$ cat src/rtl/sram_arbiter.sv
// Two-requester arbiter for a 16-bit asynchronous SRAM: each 32-bit access runs as
// a low-half phase then a high-half phase, then a one-cycle acknowledge.
module sram_arbiter #(
    parameter int unsigned PHASE      = 2,
    parameter int unsigned MAX_CONSEC = 4
) (
    input  logic        clock,
    input  logic        reset,
    input  logic        if_req,
    input  logic [17:0] if_addr,
    output logic        if_ack,
    output logic [31:0] if_rdata,
    input  logic        mem_req,
    input  logic        mem_rw,
    input  logic [17:0] mem_addr,
    input  logic [31:0] mem_wdata,
    output logic        mem_ack,
    output logic [31:0] mem_rdata,
    output logic [17:0] ram_addr,
    output logic [15:0] ram_dout,
    input  logic [15:0] ram_din,
    output logic        ram_doe,
    output logic        ram_wre,
    output logic        ram_oe,
    output logic        busy
);

    localparam int unsigned CW  = $clog2(MAX_CONSEC + 1);
    localparam int unsigned PW  = $clog2(PHASE);
    localparam int unsigned PW1 = PW + 1;

    typedef enum logic [1:0] {IDLE, LO, HI, DONE} state_t;

    state_t        state;
    logic [CW-1:0] consec;
    logic [PW-1:0] pcnt;
    logic          owner_mem;
    logic          rw;
    logic [16:0]   word_addr;
    logic [15:0]   wdata_hi;

    logic          grant_if;
    logic [17:0]   sel_addr;
    logic          sel_rw;
    logic          last;
    logic [PW:0]   pnext;
    logic          unused_bits;

    // MEM wins unless IF has waited out MAX_CONSEC consecutive MEM grants
    assign grant_if    = if_req && (!mem_req || consec == CW'(MAX_CONSEC));
    assign sel_addr    = grant_if ? if_addr : mem_addr;
    assign sel_rw      = !grant_if && mem_rw;
    assign last        = pcnt == PW'(PHASE - 1);
    assign pnext       = {1'b0, pcnt} + PW1'(1);
    assign unused_bits = sel_addr[0];

    always_ff @(posedge clock) begin
        if (!reset) begin
            state     <= IDLE;
            consec    <= '0;
            pcnt      <= '0;
            owner_mem <= 1'b0;
            rw        <= 1'b0;
            word_addr <= '0;
            wdata_hi  <= '0;
            if_ack    <= 1'b0;
            mem_ack   <= 1'b0;
            if_rdata  <= '0;
            mem_rdata <= '0;
            ram_addr  <= '0;
            ram_dout  <= '0;
            ram_doe   <= 1'b0;
            ram_wre   <= 1'b1;
            ram_oe    <= 1'b1;
            busy      <= 1'b0;
        end else begin
            if_ack  <= 1'b0;
            mem_ack <= 1'b0;
            case (state)
                IDLE: begin
                    if (if_req || mem_req) begin
                        state     <= LO;
                        busy      <= 1'b1;
                        pcnt      <= '0;
                        owner_mem <= !grant_if;
                        rw        <= sel_rw;
                        word_addr <= sel_addr[17:1];
                        wdata_hi  <= mem_wdata[31:16];
                        ram_addr  <= {sel_addr[17:1], 1'b0};
                        ram_dout  <= mem_wdata[15:0];
                        ram_doe   <= sel_rw;
                        ram_oe    <= sel_rw;
                        ram_wre   <= !sel_rw;
                        if (grant_if || !if_req) begin
                            consec <= '0;
                        end else if (consec != CW'(MAX_CONSEC)) begin
                            consec <= consec + CW'(1);
                        end
                    end
                end
                LO, HI: begin
                    if (last) begin
                        pcnt <= '0;
                        if (!rw) begin
                            if (owner_mem) begin
                                if (state == LO) mem_rdata[15:0]  <= ram_din;
                                else             mem_rdata[31:16] <= ram_din;
                            end else begin
                                if (state == LO) if_rdata[15:0]   <= ram_din;
                                else             if_rdata[31:16]  <= ram_din;
                            end
                        end
                        if (state == LO) begin
                            state    <= HI;
                            ram_addr <= {word_addr, 1'b1};
                            ram_dout <= wdata_hi;
                            ram_wre  <= !rw;
                        end else begin
                            state   <= DONE;
                            ram_wre <= 1'b1;
                            ram_oe  <= 1'b1;
                            ram_doe <= 1'b0;
                            if_ack  <= !owner_mem;
                            mem_ack <= owner_mem;
                        end
                    end else begin
                        // write strobe stays low until the final hold cycle of the phase
                        pcnt    <= pcnt + PW'(1);
                        ram_wre <= !(rw && (pnext < PW1'(PHASE - 1)));
                    end
                end
                DONE: begin
                    state <= IDLE;
                    busy  <= 1'b0;
                end
                default: state <= IDLE;
            endcase
        end
    end

endmodule

$ cat config.mk
export PLATFORM = sky130hd
export DESIGN_NAME = sram_arbiter
export DESIGN_NICKNAME = d
export VERILOG_FILES = /design/src/rtl/sram_arbiter.sv
export SDC_FILE = /design/constraint.sdc
export NUM_CORES = 1
export LEC_CHECK = 0
export CORE_UTILIZATION = 50
export CTS_CLUSTER_DIAMETER = 50
export CTS_CLUSTER_SIZE = 30
export DETAILED_ROUTE_END_ITERATION = 12
export GPL_TIMING_DRIVEN = 0
export PLACE_DENSITY_LB_ADDON = 0.08
export SETUP_SLACK_MARGIN = 0.2
export SYNTH_ARGS = -nofsm -noshare
export SYNTH_HDL_FRONTEND = slang
export SYNTH_SLANG_ARGS = --single-unit
$ cat constraint.sdc
create_clock -name clock -period 2.6 [get_ports clock]
set_input_delay 0.65 -clock clock [delete_from_list [all_inputs] [get_ports clock]]
set_output_delay 0.65 -clock clock [all_outputs]
set_load 0.01 [all_outputs]
==> results of run 1 <==
power by group:
group	internal (uW)	leakage, uW	total, uW	switching (uW)
sequential	2670	0.00118	2920	251
clock	1460	0.000276	2340	881
combinational	1220	0.00183	2680	1460
total	5350	0.00329	7940	2600
critical path, delay by kind of cell (launching register included):
kind                       cells  cell delay, ns
AOI/OAI and AO/OA              1            0.11
adders and majority gates      1            0.29
and+or+nand+nor                3            0.70
buffers and inverters          3            0.65
DFF                            1            0.40
cells in the final DEF, fill, tap and decap left out, types with 5 or more instances in the layout:
cell,count
a21boi_0,60
a21boi_1,25
a21oi_1,23
buf_2,27
clkbuf_1,29
clkbuf_16,17
clkdlybuf4s50_1,189
dfxtp_1,145
ha_1,5
inv_1,6
mux2i_1,35
nand2_1,204
nand4_1,18
nor2_1,7
nor3_2,5
o211a_1,16
o21ai_0,23
o221ai_1,17
registers in the layout, summed over array words and instances (netlist names):
signal     cells
word_addr     17
if_ack         1
ram_addr      18
busy           1
if_rdata      32
mem_ack        1
consec         3
mem_rdata     32
ram_dout      16
state          2
owner_mem      1
ram_oe         1
ram_wre        1
last           1
wdata_hi      16
rw             1
ram_doe        1
kinds of logic (layout without fill, tap and decap cells):
group,Yosys count,in the layout,share of synthesized area (%)
DFF,145,145,49.2
adders and majority gates,5,5,1.06
xor gates and xnor gates,1,1,0.149
and+or+nand+nor,252,252,18.4
muxes,35,35,5.94
AOI/OAI and AO/OA,170,170,20.8
buffers and inverters,59,280,4.39
worst max-delay path by stage:
stage,slack (ns),endpoint,cells after the start,from
6_report,0.37,ram_addr[2],8,state[0]
5_1_grt,0.20,ram_addr[2],8,state[0]
4_1_cts,0.39,if_rdata[25],8,state[0]
3_5_place_dp,0.07,ram_addr[2],7,if_req
3_3_place_gp,0.1,ram_addr[2],7,if_req
2_1_floorplan,0.85,if_rdata[10],8,state[0]
metal layers:
metal | share of wire, % | vias up | global-route usage (%)
li1 | - | 2712 | -
met1 | 41 | 2666 | 32.3
met2 | 50 | 249 | 48.7
met3 | 6.8 | 33 | 6.15
met4 | 2.8 | 0 | 14.3
met5 | 0 | - | 0
per-stage QoR:
step	total power [uW]	utilization [%]	instance area [sq um]
detailed placement	5610	69.5	7970
floorplan	4400	-	5890
global placement	5530	69.5	7970
global route	8320	74.3	8520
CTS	7940	74.3	8520
finish	7940	74.3	8520
area by class of cell:
cell class	count	area, sq um	area share [%]
well taps	143	179	2.10
multi-input cells	463	2730	32.1
plain buffers	52	233	2.73
clock buffers	26	479	5.62
inverters	7	26.3	0.308
clock inverters	6	80.1	0.939
flip-flops and latches	145	2900	34.1
repair buffers	189	1890	22.2
==> impl_metrics.toml, run 1 <==
[run]
cap_violations = 0

[floorplanning]
core_sq_um = 11500
fp.dieW_um = 111
num_io_pins = 193
die_h_um = 111
start_util_pct = 51.4
fp-row-count = 39
die-area_sq_um = 12200

[finish]
syn2layout_area_growth_pct = 44.6
diodes = 0
fill_cells = 858
drive_above_1_share_pct = 7.09
layoutNonFillerInstCount = 1031
nNetsFinal = 969

[sta]
period_share_pct = 85.8
skew_ns = 0.00744
setup_slack_ns = 0.368
max_clock_freq_mhz = 448
finalCriticalPeriod_ns = 2.23
fin_tns_setup_ns = 0
setup_viol = 0
hold_viol_final = 0
slew_headroom_pct = 57.5
drv_slew = 0
rsz0062_at_grt = "false"
whs_ns = 0.451
tightest_slew_ns = 0.637

[yosys]
netlist_area_sq_um = 5890
ys_ff_latch = 145
synth_top_area_cell = "dfxtp_1"
synth-seq-area-share_pct = 49.2
synth_common_cells = "204 x nand2_1, 145 x dfxtp_1, 60 x a21boi_0, 35 x mux2i_1, 27 x buf_2"
yosys_most_used_dff = "dfxtp_1"
synth_warnings = 0
synth_cell_types = 35
synth_top_area_share_pct = 49.2
synth_enable_flop_cells = 0
synthMostInstantiatedCell = "nand2_1"
syn_avg_cell_area_sq_um = 8.84
ys_top_cells_by_area = "dfxtp_1 49%, nand2_1 13%, a21boi_0 7.6%, mux2i_1 5.9%, a21boi_1 3.2%"
postSynth.asyncResetShare_pct = 0
netlist_instances = 667
syn-num-nets = 761

[hold_path]
hold_path.class = "flop to flop"
min-delay-start = "mem_rdata[23]"
whs_path_depth = 2
whs_endpoint = "mem_rdata[23]"

[cts]
clk_path_buf_depth = 2
cts_made_buffers = 17
clkLatencyLatePin_ns = 0.42
cts_resized = 0
cts_tree = "yes"
cts.sink_count = 145
root_buffer = "clkbuf_16"
postCtsSetupBuffers = 0
path_clk_slew_ns = 0.06
hold_buffers = 0
h-tree-depth = 4

[global_routing]
grt_antenna_before_repair = 0
grt_pass1_vias = 5669
grt.total_usage_pct = 28.0
grt_pass1_wl_um = 27500
grt_max_degree = 17
grt_overflow_total = 0

[placed_design]
dp.cells = 999
place_ws_ns = 0.0656
portBuffers = 189
hpwl_um = 12400
gp_congestion = 0.813

[critical_path]
rrSetupSlack_ns = 0.37
end_kind = "flop"
timing.rr.start = "state[0]"
cp.required_ns = 2.93
cp_common_cell = "buf_2"
startpoint_type = "flop"
cp_cell_sequence = "inv_1 > ha_1 > nor3b_2 > nor3_2 > buf_2 > buf_2 > nand4_1 > o221ai_1"
critical_path.slowest_cell = "dfxtp_1"
cp.arrival_ns = 2.56
r2r_cells = 8
r2r_end = "ram_addr[2]"
cpPeakStageDelay_ns = 0.40
critPathKind = "flop to flop"
cp_max_fo = 10

[power_and_ir_drop]
p_per_area_nw_per_um2 = 932
cellLeakagePower_uw = 0.00329
max-vdd-ir-drop_v = 0.000520

[routing]
drtIter0Drc = 319
ant_nets = 0
vias = 5660
vias_per_cell = 5.49
wire_per_inst_um = 16.5
detail_route.first_pass.iterations = 5
drc = 0
wl_um = 17000

[run_status]
status = "finished clean"
(Power assumes the default switching activity.)
==> run 2: changes to the inputs <==
--- a/config.mk
+++ b/config.mk
@@ -5,7 +5,8 @@
 export SDC_FILE = /design/constraint.sdc
 export NUM_CORES = 1
 export LEC_CHECK = 0
-export CORE_UTILIZATION = 50
+export ABC_AREA = 1
+export CORE_UTILIZATION = 51
 export CTS_CLUSTER_DIAMETER = 50
 export CTS_CLUSTER_SIZE = 30
 export DETAILED_ROUTE_END_ITERATION = 12
==> impl_metrics.toml, run 2 <==
[yosys]
synthMostInstantiatedCell = "dfxtp_1"
synth_enable_flop_cells = 0
ys_top_cells_by_area = "dfxtp_1 46%, o21ai_0 8.9%, nor2_1 8.5%, nand2_1 8.3%, inv_1 7.6%"
synth_common_cells = "145 x dfxtp_1, 143 x nor2_1, 139 x nand2_1, 127 x inv_1, 112 x o21ai_0"
syn-num-nets = 985
yosys_most_used_dff = "dfxtp_1"
synth_warnings = 0
synth_cell_types = 27
netlist_area_sq_um = 6290
postSynth.asyncResetShare_pct = 0
syn_avg_cell_area_sq_um = 7.06
synth_top_area_share_pct = 46.2
netlist_instances = 891
ys_ff_latch = 145
synth_top_area_cell = "dfxtp_1"
synth-seq-area-share_pct = 46.2

[sta]
period_share_pct = 84.7
whs_ns = 0.442
tightest_slew_ns = 0.641
skew_ns = 0.00507
setup_viol = 0
setup_slack_ns = 0.397
slew_headroom_pct = 57.2
max_clock_freq_mhz = 454
fin_tns_setup_ns = 0
rsz0062_at_grt = "false"
finalCriticalPeriod_ns = 2.20
drv_slew = 0
hold_viol_final = 0

[finish]
mostFrequentLayoutCell = "clkdlybuf4s50_1"
fill_cells = 978
fin_util_pct = 74.7
reg.largest.list = "if_rdata x32, mem_rdata x32, ram_addr x18"
diodes = 0
final_cell_mix = "189 x clkdlybuf4s50_1, 145 x dfxtp_1, 143 x nor2_1"
multiInputGateArea_sq_um = 2630
drive_above_1_share_pct = 6.49
seqCellArea_sq_um = 2900
syn2layout_area_growth_pct = 42.6
nNetsFinal = 1193

[placed_design]
place_ws_ns = 0.00653
gp_congestion = 0.840
portBuffers = 189
hpwl_um = 12800

[hold_path]
hold_path.class = "flop to flop"
whs_path_depth = 2

[power_and_ir_drop]
max-vdd-ir-drop_v = 0.000532
p_per_area_nw_per_um2 = 1040
total_power_uw = 9290
cellLeakagePower_uw = 0.00411

[cts]
hold_buffers = 0
clk_path_buf_depth = 2
h-tree-depth = 4
cts_tree = "yes"
clkLatencyLatePin_ns = 0.42
cts.sink_count = 145
cts_resized = 0
postCtsSetupBuffers = 0
path_clk_slew_ns = 0.06
cts_made_buffers = 17
root_buffer = "clkbuf_16"

[global_routing]
grt_max_degree = 17
grt.total_usage_pct = 29.1
grt_pass1_wl_um = 29100
grt_antenna_before_repair = 0
grt_pass1_vias = 6011
grt_overflow_total = 0

[routing]
vias = 6378
drtIter0Drc = 454
wire_per_inst_um = 14.3
vias_per_cell = 5.07
wl_um = 17900
drc = 0
detail_route.first_pass.iterations = 5
ant_nets = 0

[floorplanning]
num_io_pins = 193
die_h_um = 113
fp.dieW_um = 113
fp-row-count = 40
die-area_sq_um = 12800
start_util_pct = 52.4
core_sq_um = 12000

[critical_path]
timing.rr.start = "consec[0]"
rrSetupSlack_ns = 0.48
endpoint = "ram_addr[12]"
r2r_cells = 11
cp-startpoint = "mem_req"
critPathKind = "primary input to flop"
cp.required_ns = 2.92
cp_max_fo = 10
cp.arrival_ns = 2.52
end_kind = "flop"
r2r_end = "ram_addr[12]"
startpoint_type = "primary input"

[run_status]
status = "finished clean"

[run]
cap_violations = 0
==> run 2: changes by cell type in the layout (fill, tap and decap cells not counted), sizes merged, moves of 12 or more <==
cell / before / now
a21boi: 85 / 0
a21o: 0 / 17
a21oi: 23 / 42
inv: 7 / 132
mux2i: 35 / 0
nand2: 204 / 142
nand3: 4 / 36
nand4: 18 / 6
nor2: 7 / 154
nor3: 5 / 17
o211a: 16 / 0
o21ai: 23 / 137
o221ai: 17 / 0
==> run 2: worst min path at each step <==
stage,to,start
4_1_cts,mem_rdata[23],mem_rdata[23]
5_1_grt,mem_rdata[23],mem_rdata[23]
2_1_floorplan,consec[0],consec[0]
3_3_place_gp,mem_rdata[16],mem_rdata[16]
6_report,mem_rdata[23],mem_rdata[23]
3_5_place_dp,mem_rdata[23],mem_rdata[23]
==> run 2: layout make-up <==
class                   instances  share of cell area (%)
multi-input cells             561                    29.3
repair buffers                189                    21.1
clock buffers                  25                    5.64
flip-flops and latches        145                    32.4
clock inverters                 5                    1.12
plain buffers                  53                    2.87
inverters                     132                    5.52
well taps                     147                    2.05
==> run 2: layer usage <==
metal / up-vias / share of wire (%) / wire length, um / global-route usage (%)
met2: 225 / 49 / 8770 / 50.6
met1: 2908 / 43 / 7670 / 35.1
met3: 28 / 6.4 / 1140 / 6.32
met4: 0 / 2.0 / 356 / 11.5
li1: 3217 / - / - / -
met5: - / 0 / 0 / 0
==> run 2: cell families (layout without fill, tap and decap cells) <==
kind of cell             count (synthesis)  count (layout)  synth area share, %
AND/OR/NAND/NOR                        358             358                 24.3
AO/OA/AOI/OAI                          197             197                 16.4
buffers and inverters                  185             404                 12.0
flip-flops                             145             145                 46.2
adder cells (fa/ha/maj)                  5               5                0.995
XOR/XNOR                                 1               1                0.139
==> run 2: where the power goes <==
group	leakage (uW)	switching (uW)	internal (uW)
logic	0.00263	2260	1530
registers	0.00119	268	2730
clock network	0.000299	879	1620
==> run 2: worst max-delay path, cell delays in order <==
cell and delay (ns):
clkdlybuf4s50_1 0.51, nand2_1 0.28, nand2_1 0.17, clkbuf_1 0.46
nand2_1 0.15, nand3_1 0.10, nand2_1 0.09, inv_1 0.07
nor2_1 0.03
==> run 2: metrics by stage <==
stage / instance area, sq um / cells
6_report: 8970 / 1257
3_5_place_dp: 8360 / 1227
2_1_floorplan: 6290 / 891
5_1_grt: 8970 / 1257
4_1_cts: 8970 / 1257
3_3_place_gp: 8360 / 1227
==> run 3: changes to the inputs <==
--- a/config.mk
+++ b/config.mk
@@ -6,7 +6,7 @@
 export NUM_CORES = 1
 export LEC_CHECK = 0
 export ABC_AREA = 1
-export CORE_UTILIZATION = 51
+export CORE_UTILIZATION = 42
 export CTS_CLUSTER_DIAMETER = 50
 export CTS_CLUSTER_SIZE = 30
 export DETAILED_ROUTE_END_ITERATION = 12
==> constraint.sdc (replaced) <==
create_clock -name clock -period 1.8 [get_ports clock]
set_input_delay 0.45 -clock clock [delete_from_list [all_inputs] [get_ports clock]]
set_output_delay 0.45 -clock clock [all_outputs]
set_load 0.01 [all_outputs]
==> impl_metrics.toml, run 3 (same netlist as run 2, synthesis figures left out) <==
[hold_path]
whs_path_depth = 2
whs_endpoint = "if_rdata[31]"
min-delay-start = "if_rdata[31]"
hold_path.class = "flop to flop"

[critical_path]
startpoint_type = "flop"
cp_common_cell = "buf_12"
critPathKind = "flop to flop"
timing.rr.start = "state[0]"
cp.arrival_ns = 2.06
r2r_end = "ram_dout[0]"
cp_max_fo = 6
cp_cell_sequence = "inv_4 > ha_4 > buf_6 > nand2_4 > nand2_8 > nor2_8 > buf_12 > inv_8 > buf_12 > nor2_4 > nor2_1"
r2r_cells = 11
critical_path.slowest_cell = "dfxtp_4"
cpPeakStageDelay_ns = 0.38
rrSetupSlack_ns = 0.05
cp.required_ns = 2.11
end_kind = "flop"

[floorplanning]
core_sq_um = 14600
num_io_pins = 193
fp-row-count = 44
start_util_pct = 43.1
die-area_sq_um = 15500
die_h_um = 124
fp.dieW_um = 124

[sta]
rsz0062_at_grt = "true"
setup_slack_ns = 0.0494
max_clock_freq_mhz = 571
slew_headroom_pct = 43.7
finalCriticalPeriod_ns = 1.75
period_share_pct = 97.3
setup_viol = 0
drv_slew = 0
hold_viol_final = 0
tightest_slew_ns = 0.845
skew_ns = 0.00615

[routing]
drtIter0Drc = 413
wl_um = 20700
drc = 0
wire_per_inst_um = 15.4
vias_per_cell = 4.98
detail_route.first_pass.iterations = 5
vias = 6673
ant_nets = 0

[power_and_ir_drop]
power_frac_seq_pct = 26.7
p_int_uw = 10200
p_per_area_nw_per_um2 = 1600
p_clk_share_pct = 21.8
p_comb_share_pct = 51.5
max-vdd-ir-drop_v = 0.000838
cellLeakagePower_uw = 0.00511
total_power_uw = 16400
p_sw_uw = 6240
switching_share_pct = 38.1

[placed_design]
place_ws_ns = -0.557
portBuffers = 189
hpwl_um = 13400
dp.cells = 1264
gp_congestion = 0.803

[run]
cap_violations = 0

[cts]
path_clk_slew_ns = 0.06
cts.sink_count = 145
h-tree-depth = 4
root_buffer = "clkbuf_16"
cts_tree = "yes"
hold_buffers = 0
clk_path_buf_depth = 2
cts_made_buffers = 17
clkLatencyLatePin_ns = 0.42

[finish]
mostFrequentLayoutCell = "dfxtp_1"
final_cell_mix = "142 x dfxtp_1, 131 x nand2_1, 123 x inv_1"
diodes = 0
reg.largest.list = "if_rdata x32, mem_rdata x32, ram_addr x18"
drive_above_1_share_pct = 21.3
nNetsFinal = 1238
layoutNonFillerInstCount = 1341
syn2layout_area_growth_pct = 63.1

[run_status]
status = "finished clean"

[global_routing]
grt.total_usage_pct = 25.5
grt_overflow_total = 0
grt_max_degree = 17
grt_antenna_before_repair = 0
grt_pass1_wl_um = 31400
grt_pass1_vias = 6235
-- run 3: changes by cell type in the layout (fill, tap and decap cells not counted), moves of 19 or more --
cell and delta:
clkdlybuf4s50_1 -105, nor2_4 +23, o21ai_0 -46, o21ai_2 +51, buf_6 +22, clkbuf_1 -19
dlygate4sd2_1 +104, nor2_1 -23
-- run 3: how the worst max path moves through the flow --
stage              from      endpoint  slack (ns)  cells past startpoint
2_1_floorplan  state[0]   ram_dout[7]        0.22                     10
3_3_place_gp    mem_req  ram_addr[12]       -0.55                      9
3_5_place_dp    mem_req  ram_addr[12]       -0.56                      9
4_1_cts        state[0]   if_rdata[1]        0.09                      9
5_1_grt        state[0]  if_rdata[13]      -0.009                      9
6_report       state[0]   ram_dout[0]        0.05                     11
-- run 3: area by class of cell --
type	instances	area, sq um
Fill cell	1208	4330
Multi-Input combinational cell	561	3160
Sequential cell	145	2910
Timing Repair Buffer	234	2350
Inverter	132	522
Buffer	53	495
Clock buffer	19	433
Tap cell	184	230
Clock inverter	13	161
-- run 3: worst max-delay path, delay by kind of cell (launching register included) --
family / cells / cell delay (ns)
adder cells (fa/ha/maj): 1 / 0.27
AND/OR/NAND/NOR: 5 / 0.49
buffers and inverters: 5 / 0.50
flip-flops: 1 / 0.38
-- run 3: metal layers --
metal	GRT usage (%)	wire [um]	vias up
li1	-	-	3330
met1	32.0	8750	3064
met2	42.4	10300	244
met3	5.03	1140	35
met4	10.9	526	0
met5	0	0	-
-- run 3: repair_timing --
item,4_1_cts,5_1_grt
setup buffers,23,10
gates resized for setup,252,163
pin swaps,15,60
setup endpoints to repair,243,139
gates cloned,5,7
-- run 3: metrics by stage --
stage	cell area, sq um	setup TNS, ns	utilization [%]	hold WS, ns
detailed placement	8430	-30.08	57.8	0.436
global placement	8430	-27.72	57.8	0.432
floorplan	6300	0	-	0.457
finish	10300	0	70.3	0.441
CTS	9540	0	65.4	0.443
global route	10300	-0.0143	70.3	0.467
-- run 3: power by group through the flow --
stage	clock, uW	combinational (uW)	sequential [uW]
floorplan	0	3370	4510
global placement	0	5480	4370
detailed placement	0	5510	4380
CTS	3590	6500	4330
global route	3730	9100	4470
finish	3570	8440	4370
